File: src/rtl/alu_seq.sv
// Registered ALU with start/done handshake, persistent {C,F,Z,N,L} flag register
// and a WIDTH-cycle shift-add multiplier for MUL.
module alu_seq #(
    parameter int WIDTH = 16,
    parameter int OPW   = 8
) (
    input  logic             clk,
    input  logic             reset,
    input  logic             start,
    input  logic [WIDTH-1:0] r1,
    input  logic [WIDTH-1:0] r2,
    input  logic [OPW-1:0]   opcode,
    output logic [WIDTH-1:0] rout,
    output logic [4:0]       flags,
    output logic             done,
    output logic             busy
);

    localparam int SHW = $clog2(WIDTH);
    localparam int MSB = WIDTH - 1;

    localparam logic [OPW-1:0] OP_AND  = OPW'(8'h01);
    localparam logic [OPW-1:0] OP_OR   = OPW'(8'h02);
    localparam logic [OPW-1:0] OP_XOR  = OPW'(8'h03);
    localparam logic [OPW-1:0] OP_NOT  = OPW'(8'h04);
    localparam logic [OPW-1:0] OP_ADD  = OPW'(8'h05);
    localparam logic [OPW-1:0] OP_ADDU = OPW'(8'h06);
    localparam logic [OPW-1:0] OP_ADDC = OPW'(8'h07);
    localparam logic [OPW-1:0] OP_RSH  = OPW'(8'h08);
    localparam logic [OPW-1:0] OP_SUB  = OPW'(8'h09);
    localparam logic [OPW-1:0] OP_SUBC = OPW'(8'h0A);
    localparam logic [OPW-1:0] OP_CMP  = OPW'(8'h0B);
    localparam logic [OPW-1:0] OP_ALSH = OPW'(8'h0C);
    localparam logic [OPW-1:0] OP_MUL  = OPW'(8'h0E);
    localparam logic [OPW-1:0] OP_ARSH = OPW'(8'h0F);
    localparam logic [OPW-1:0] OP_LSH  = OPW'(8'h84);

    typedef enum logic [0:0] {
        S_IDLE = 1'b0,
        S_MUL  = 1'b1
    } state_t;

    state_t           state_q, state_d;
    logic [WIDTH-1:0] rout_q, rout_d;
    logic [4:0]       flags_q, flags_d;
    logic             done_q, done_d;
    logic             busy_q, busy_d;
    logic [WIDTH-1:0] mcand_q, mcand_d;
    logic [WIDTH-1:0] mplier_q, mplier_d;
    logic [WIDTH-1:0] acc_q, acc_d;
    logic [SHW-1:0]   cnt_q, cnt_d;

    logic [WIDTH-1:0] alu_res_s;
    logic [4:0]       alu_flags_s;
    logic [WIDTH:0]   sum_s;
    logic [WIDTH:0]   diff_s;
    logic             cin_s;
    logic [SHW-1:0]   sh_s;
    logic [WIDTH-1:0] acc_step_s;

    assign sh_s = r2[SHW-1:0];

    // Single-cycle datapath; flag bits are {C,F,Z,N,L}, untouched bits hold.
    always_comb begin
        alu_res_s   = '0;
        alu_flags_s = flags_q;
        if (opcode == OP_ADDC || opcode == OP_SUBC) begin
            cin_s = flags_q[4];
        end else begin
            cin_s = 1'b0;
        end
        sum_s  = {1'b0, r1} + {1'b0, r2} + {{WIDTH{1'b0}}, cin_s};
        diff_s = {1'b0, r1} - {1'b0, r2} - {{WIDTH{1'b0}}, cin_s};
        case (opcode)
            OP_AND:  alu_res_s = r1 & r2;
            OP_OR:   alu_res_s = r1 | r2;
            OP_XOR:  alu_res_s = r1 ^ r2;
            OP_NOT:  alu_res_s = ~r1;
            OP_ADD, OP_ADDU, OP_ADDC: begin
                alu_res_s      = sum_s[WIDTH-1:0];
                alu_flags_s[4] = sum_s[WIDTH];
                alu_flags_s[3] = (r1[MSB] == r2[MSB]) && (alu_res_s[MSB] != r1[MSB]);
                alu_flags_s[2] = (alu_res_s == '0);
            end
            OP_SUB, OP_SUBC: begin
                alu_res_s      = diff_s[WIDTH-1:0];
                alu_flags_s[4] = diff_s[WIDTH];
                alu_flags_s[3] = (r1[MSB] != r2[MSB]) && (alu_res_s[MSB] != r1[MSB]);
                alu_flags_s[2] = (alu_res_s == '0);
            end
            OP_CMP: begin
                alu_res_s      = diff_s[WIDTH-1:0];
                alu_flags_s[2] = (r1 == r2);
                alu_flags_s[1] = ($signed(r1) < $signed(r2));
                alu_flags_s[0] = (r1 < r2);
            end
            OP_RSH:          alu_res_s = r1 >> sh_s;
            OP_ARSH:         alu_res_s = $signed(r1) >>> sh_s;
            OP_ALSH, OP_LSH: alu_res_s = r1 << sh_s;
            default:         alu_res_s = '0;
        endcase
    end

    assign acc_step_s = acc_q + (mplier_q[0] ? mcand_q : {WIDTH{1'b0}});

    // Handshake FSM: single-cycle ops stay in IDLE, MUL iterates one bit per cycle.
    always_comb begin
        state_d  = state_q;
        rout_d   = rout_q;
        flags_d  = flags_q;
        done_d   = 1'b0;
        busy_d   = busy_q;
        mcand_d  = mcand_q;
        mplier_d = mplier_q;
        acc_d    = acc_q;
        cnt_d    = cnt_q;
        case (state_q)
            S_IDLE: begin
                if (start) begin
                    if (opcode == OP_MUL) begin
                        mcand_d  = r1;
                        mplier_d = r2;
                        acc_d    = '0;
                        cnt_d    = '0;
                        busy_d   = 1'b1;
                        state_d  = S_MUL;
                    end else begin
                        rout_d  = alu_res_s;
                        flags_d = alu_flags_s;
                        done_d  = 1'b1;
                    end
                end else begin
                    state_d = S_IDLE;
                end
            end
            S_MUL: begin
                acc_d    = acc_step_s;
                mcand_d  = mcand_q << 1;
                mplier_d = mplier_q >> 1;
                cnt_d    = cnt_q + {{(SHW-1){1'b0}}, 1'b1};
                if (cnt_q == {SHW{1'b1}}) begin
                    rout_d  = acc_step_s;
                    done_d  = 1'b1;
                    busy_d  = 1'b0;
                    state_d = S_IDLE;
                end else begin
                    state_d = S_MUL;
                end
            end
            default: begin
                state_d = S_IDLE;
                busy_d  = 1'b0;
            end
        endcase
    end

    // State and output registers; reset also aborts an in-flight MUL.
    always_ff @(posedge clk) begin
        if (reset) begin
            state_q  <= S_IDLE;
            rout_q   <= '0;
            flags_q  <= 5'b00000;
            done_q   <= 1'b0;
            busy_q   <= 1'b0;
            mcand_q  <= '0;
            mplier_q <= '0;
            acc_q    <= '0;
            cnt_q    <= '0;
        end else begin
            state_q  <= state_d;
            rout_q   <= rout_d;
            flags_q  <= flags_d;
            done_q   <= done_d;
            busy_q   <= busy_d;
            mcand_q  <= mcand_d;
            mplier_q <= mplier_d;
            acc_q    <= acc_d;
            cnt_q    <= cnt_d;
        end
    end

    assign rout  = rout_q;
    assign flags = flags_q;
    assign done  = done_q;
    assign busy  = busy_q;

endmodule

File: config.mk
export PLATFORM = sky130hd
export DESIGN_NAME = alu_seq
export DESIGN_NICKNAME = d
export VERILOG_FILES = /design/src/rtl/alu_seq.sv
export SDC_FILE = /design/constraint.sdc
export NUM_CORES = 1
export LEC_CHECK = 0
export ABC_CLOCK_PERIOD_IN_PS = 6700
export BUFFER_PORTS_ARGS = -buffer_cell sky130_fd_sc_hd__buf_2
export CAP_MARGIN = 0
export CELL_PAD_IN_SITES_DETAIL_PLACEMENT = 0
export CELL_PAD_IN_SITES_GLOBAL_PLACEMENT = 1
export CORE_ASPECT_RATIO = 1.25
export CORE_UTILIZATION = 30
export DETAILED_ROUTE_END_ITERATION = 8
export PLACE_DENSITY = 0.63
export RECOVER_POWER = 50
export SYNTH_ARGS = -nofsm -noshare
export SYNTH_HDL_FRONTEND = slang
export SYNTH_SLANG_ARGS = --single-unit
File: constraint.sdc
create_clock -name clk -period 6.7 [get_ports clk]
set_input_delay 1.675 -clock clk [delete_from_list [all_inputs] [get_ports clk]]
set_output_delay 1.675 -clock clk [all_outputs]
set_load 0.1 [all_outputs]
* Word level (Yosys, flattened, before mapping)
Cells that the tools add are included.
** Operators by class
- Add/subtract/negate cells :: 6
- $lt $le $gt $ge :: 2
- Equality and inequality tests :: 25
- Shift operators :: 3
- Muxes and demuxes :: 33
- Bitwise logic cells :: 6
- Reduce and logical (&&, ||, !) cells :: 17
** Operator list (number)
- 2-to-1 mux 16 bit :: 10
- case mux 16 bit (9 select lines) :: 1
- case mux 16 bit (2 select lines) :: 4
- equality test 8 x 4 -> 1 bit (second input constant) :: 7
- equality test 8 x 3 -> 1 bit (second input constant) :: 4
- logical NOT 16 bit :: 2
- < comparator 16 bit :: 2
- adder 16 x 16 -> 17 bit :: 1
- adder 17 x 1 -> 17 bit :: 1
- subtractor 16 x 16 -> 17 bit :: 1
- subtractor 17 x 1 -> 17 bit :: 1
- adder 16 bit :: 1
- bitwise AND 16 bit :: 1
- equality test 16 bit :: 1
- equality test 8 x 2 -> 1 bit (second input constant) :: 2
- NOT 16 bit :: 1
- OR 16 bit :: 1
- left shift 16 x 4 -> 16 bit :: 1
- right shift 16 x 4 -> 16 bit :: 1
- >>> shifter 16 x 4 -> 16 bit :: 1
- bitwise XOR 16 bit :: 1
- AND reduction 4 bit :: 3
- 2-to-1 mux 1 bit :: 10
- equality test 8 x 1 -> 1 bit (second input constant) :: 1
- other kinds (21) :: 33
** Word-level totals
- Bits in registers :: 76
- Output and inout bits :: 23
- Logic and storage cells :: 103

* Longest topological paths before layout
- Depth in word-level cells :: 8
- Depth in mapped cells :: 20
- Gate-level depth less buffers :: 17

* Worst setup path after synthesis
Ideal clock, no wire load.
- Kind :: input to register
- Start :: input opcode[0]
- End :: register flags_q[2], in the netlist flags[2]
- Setup time :: 59 ps
- Data arrival time :: 5877 ps
- Required time :: 6641 ps
- Setup slack :: 763 ps
- Cell stages on the path :: 19
- Path buffers :: 3
- Cell sequence :: clkbuf_1 -> clkbuf_1 -> buf_1 -> nand2b_1 -> o22ai_1 -> nand4_1 -> inv_1 -> fa_1 -> inv_1 -> ha_1 -> or2_2 -> fa_1 -> o21a_1 -> o22a_1 -> a311o_1 -> a2111oi_0 -> nand4_1 -> o21ai_0 -> a41o_1
** On the way
- Longest elaborated chain between the ends :: 6
- Elaborated cells between the ends (all ways) :: 19
- Classes of those cells :: add/sub (2); eq/ne (7); mux (2); bitwise (1); reduce/logical (7)
** RTL lines
- from (decl) :: line 12 : input logic [OPW-1:0] opcode,
- equality test 8 x 3 -> 1 bit or equality test 8 x 4 -> 1 bit (tied branches) :: line 67, 74
- logical OR 1 bit :: line 67 : if (opcode == OP_ADDC || opcode == OP_SUBC) begin
- 2-to-1 mux 1 bit :: line 67
- subtractor 17 x 1 -> 17 bit or adder 17 x 1 -> 17 bit (tied branches) :: line 73, 72
- logical NOT 16 bit, on equally long branches :: line 89, 83
- case mux 1 bit (3 select lines) :: line 74 : case (opcode)
- to (signal assigned) :: line 172 : flags_q <= flags_d;
- to (decl) :: line 45 : logic [4:0] flags_q, flags_d;
Parallel ways exist; a longest one is shown, timed or not.
A chain may end at the register's enable or synchronous reset.

* Final worst setup path
- Start :: input opcode[0]
- End :: register cnt_q[2]
** On the way
- Longest elaborated chain between the ends :: 3
** RTL lines
- equality test 8 x 4 -> 1 bit :: line 120 : if (opcode == OP_MUL) begin
- inequality test 2 bit (no line)
- AND reduction 2 bit (no line)
- to (signal assigned) :: line 178 : cnt_q <= cnt_d;
- to (decl) :: line 51 : logic [SHW-1:0] cnt_q, cnt_d;
Every way passes these cells.

==> results_dict.tcl <==
set metrics [dict create \
    timing.max_slew.rel_slack_pct -56.4 \
    syn_area_per_cell_um2 7.50 \
    detail_route.first_pass.iterations 5 \
    clock-root-buffer "sky130_fd_sc_hd__clkbuf_16" \
    finalCritPeriodShare_pct 87.4 \
    synth.top_cells.by_area "sky130_fd_sc_hd__dfxtp_1, sky130_fd_sc_hd__ha_1, sky130_fd_sc_hd__a21oi_1" \
    tritoncts_clock_tree "done" \
    leakage_nw 3.74 \
    totalPowerFinal_mw 1.56 \
    route.detailed.vias_per_inst 5.72 \
    hold_class "reg -> reg" \
    num-nets-final 1321 \
    wl_per_cell_um 22.7 \
    part_of_the_yosys_area_used_for_sequential_elements_pct 17.5 \
    post_cts_buffers 0 \
    area_overhead_vs_synth_pct 9.97 \
    cts.sinks 76 \
    finalWirelength_um 34900 \
    die-height_um 193 \
    finish.instance_area_mm2 0.00959 \
    hold_violation_total_from_the_final_report 0 \
    synth_cell_type_count 77 \
    cts_made_buffers 9 \
    run_status "finished, violations left" \
    clock_insertion_delay_worst_skew_ns 0.35 \
    timing.critical_path.slowest_stage_cell "sky130_fd_sc_hd__nor4_1" \
    postRouteAntennaNets 0 \
    hold_depth 2 \
    cpPeakStageDelay_ns 1.99 \
    drtIter0Drc 814 \
    chipWidth_um 154 \
    reg2reg_setup_slack_ns 2.54 \
    globalRouteTotalUtil_pct 23.7 \
    global_route_wire_length_before_repair_um 52900 \
    clock_tree.htree_level_count 3 \
    final_cell_mix "sky130_fd_sc_hd__nor2_1, sky130_fd_sc_hd__a21oi_1, sky130_fd_sc_hd__nand2_1, sky130_fd_sc_hd__ha_1, sky130_fd_sc_hd__dfxtp_1" \
    globalRouteOverflowTotal 0 \
    die-area_mm2 0.0298 \
    rsz0062_at_grt "false" \
    maxCapViolations 1 \
    critical_path_start_end_classification "in -> reg" \
    synthesis.yosys.warnings 0 \
    power.density_mw_per_mm2 162 \
    final_layout_fill_cell_count 3129 \
    max_clock_freq_mhz 171 \
    core_area_mm2 0.0285 \
    via_count 8805 \
    top_area_cell_type_share_of_the_netlist_area_pct 17.5 \
    dpl_cell_area_mm2 0.00933 \
    timing.rr.end "flags[2]" \
    placement_rows 69 \
    worst_setup_path_end_kind "flip-flop" \
    required_ns 6.91 \
    crit_path_most_repeated_cell "sky130_fd_sc_hd__clkbuf_1" \
    max-vdd-ir-drop_uv 90.6 \
    worst_setup_path_start_kind "input port" \
    worst_setup_hold_path_clk_slew_ns 0.07 \
    clockBufferDepth 2 \
    worst_pin_slew_ns 2.32 \
    antenna_found_initial 3 \
    io_buffers 65 \
    synth_edf_count 0 \
    critical_path.reg2reg.startpoint "flags[4]" \
    finalClockSkew_ns 0.00971 \
    yosys.area.top_type "sky130_fd_sc_hd__dfxtp_1" \
    critical_path.cell_chain "clkbuf_1 > clkbuf_1 > nand2b_1 > clkbuf_1 > nor4_1 > buf_4 > a21oi_1 > a21oi_1 > nor2_1" \
    layout.cells.most_common "sky130_fd_sc_hd__nor2_1" \
    grt_start_max_net_pins 77 \
    postCtsResizedCells 0 \
    finalCoreUtilization_pct 33.7 \
    dpl.cell_count 1522 \
    violated_checks "capacitance limit, slew limit" \
    yosys_register_bits 76 \
    gp_congestion 0.922 \
    min-delay-start "mplier_q[4]" \
    dp_hpwl_um 26200 \
    timing.final.setup_violations 0 \
    instances_no_fill 1540 \
    route.detailed.drc 0 \
    cell_area_after_technology_mapping_mm2 0.00872 \
    via_count_of_the_first_global_routing_pass 8523 \
    syn_nets 1305 \
    synth-main-ff-cell "sky130_fd_sc_hd__dfxtp_1" \
    synth_async_sr_flop_share_pct 0 \
    crit_arrival_ns 6.06 \
    drive_gt1_share_pct 11.4 \
    start_util_pct 30.6 \
    drv_slew 10 \
    fin_tns_setup_ns 0 \
    cts.hold.buffers_added 0 \
    critical_path_peak_fanout 27 \
    final_worst_path_period_need_ns 5.85 \
    hold_crit_endpoint "mplier_q[4]" \
    synthCells 1162 \
    worst-r2r-cell-count 13 \
    pin_count 66 \
]
## worst max-delay path, delay by kind of cell
family,cells,cell delay (ns)
AOI/OAI and AO/OA,2,0.24
buffers and inverters,4,1.74
and+or+nand+nor,3,2.38
## state kept, by name, indices dropped and copies added, names as in the netlist
signal and flops:
acc_q 16, mcand_q 16, mplier_q 16, rout 16
flags 5, cnt_q 4, busy 1, done 1
state_q 1
## routing by layer
metal / vias up / track usage, % / routed length (µm)
met2: 228 / 40.1 / 16500
met1: 4253 / 30.4 / 15400
met4: 0 / 11.1 / 1490
met3: 52 / 2.27 / 1520
li1: 4272 / - / -
met5: - / 0 / 0
## logic make-up after synthesis
group / Yosys count / share of synthesized area (%)
buffers and inverters: 146 / 6.76
and+or+nand+nor: 366 / 19.6
adders and majority gates: 100 / 14.8
DFF: 76 / 17.5
AOI/OAI and AO/OA: 381 / 28.8
xor gates and xnor gates: 36 / 3.77
muxes: 57 / 8.80
## cell usage after synthesis, types with 19 or more instances
library cell	instances
sky130_fd_sc_hd__nand3_1	20
sky130_fd_sc_hd__a31oi_1	19
sky130_fd_sc_hd__clkbuf_1	59
sky130_fd_sc_hd__xnor2_1	23
sky130_fd_sc_hd__inv_1	63
sky130_fd_sc_hd__a22oi_1	42
sky130_fd_sc_hd__nor3_1	21
sky130_fd_sc_hd__nand2_1	99
sky130_fd_sc_hd__o21ai_0	33
sky130_fd_sc_hd__nor2_1	128
sky130_fd_sc_hd__dfxtp_1	76
sky130_fd_sc_hd__mux2_2	27
sky130_fd_sc_hd__a211oi_1	28
sky130_fd_sc_hd__ha_1	95
sky130_fd_sc_hd__o22ai_1	26
sky130_fd_sc_hd__a21oi_1	125
## area by class of cell
class	count	area, µm²	area share, %
diodes	2	5.00	0.0522
clock buffers	11	233	2.43
well taps	355	444	4.63
inverters	64	240	2.51
repair buffers	87	453	4.72
clock inverters	5	85.1	0.887
flip-flops and latches	76	1520	15.9
multi-input cells	940	6610	68.9
## worst max-delay path by stage
stage	startpoint	endpoint	slack (ns)	cells after the start
floorplan	opcode[0]	flags[2]	0.76	19
global placement	opcode[5]	flags[2]	0.89	15
detailed placement	opcode[5]	flags[2]	0.81	15
CTS	opcode[5]	flags[2]	1.15	15
global route	opcode[0]	acc_q[5]	0.69	9
finish	opcode[0]	cnt_q[2]	0.85	9
## stage by stage
stage	hold WS, ns	setup slack [ns]
6_report	0.455	0.847
5_1_grt	0.468	0.692
2_1_floorplan	0.432	0.763
4_1_cts	0.455	1.15
3_5_place_dp	0.447	0.808
3_3_place_gp	0.439	0.885
## report_power, final
part	internal (mW)	switching [mW]
Sequential	0.457	0.00383
Clock	0.330	0.229
Combinational	0.185	0.353
Total	0.971	0.586
No activity file was read; power rests on OpenSTA's default activity.
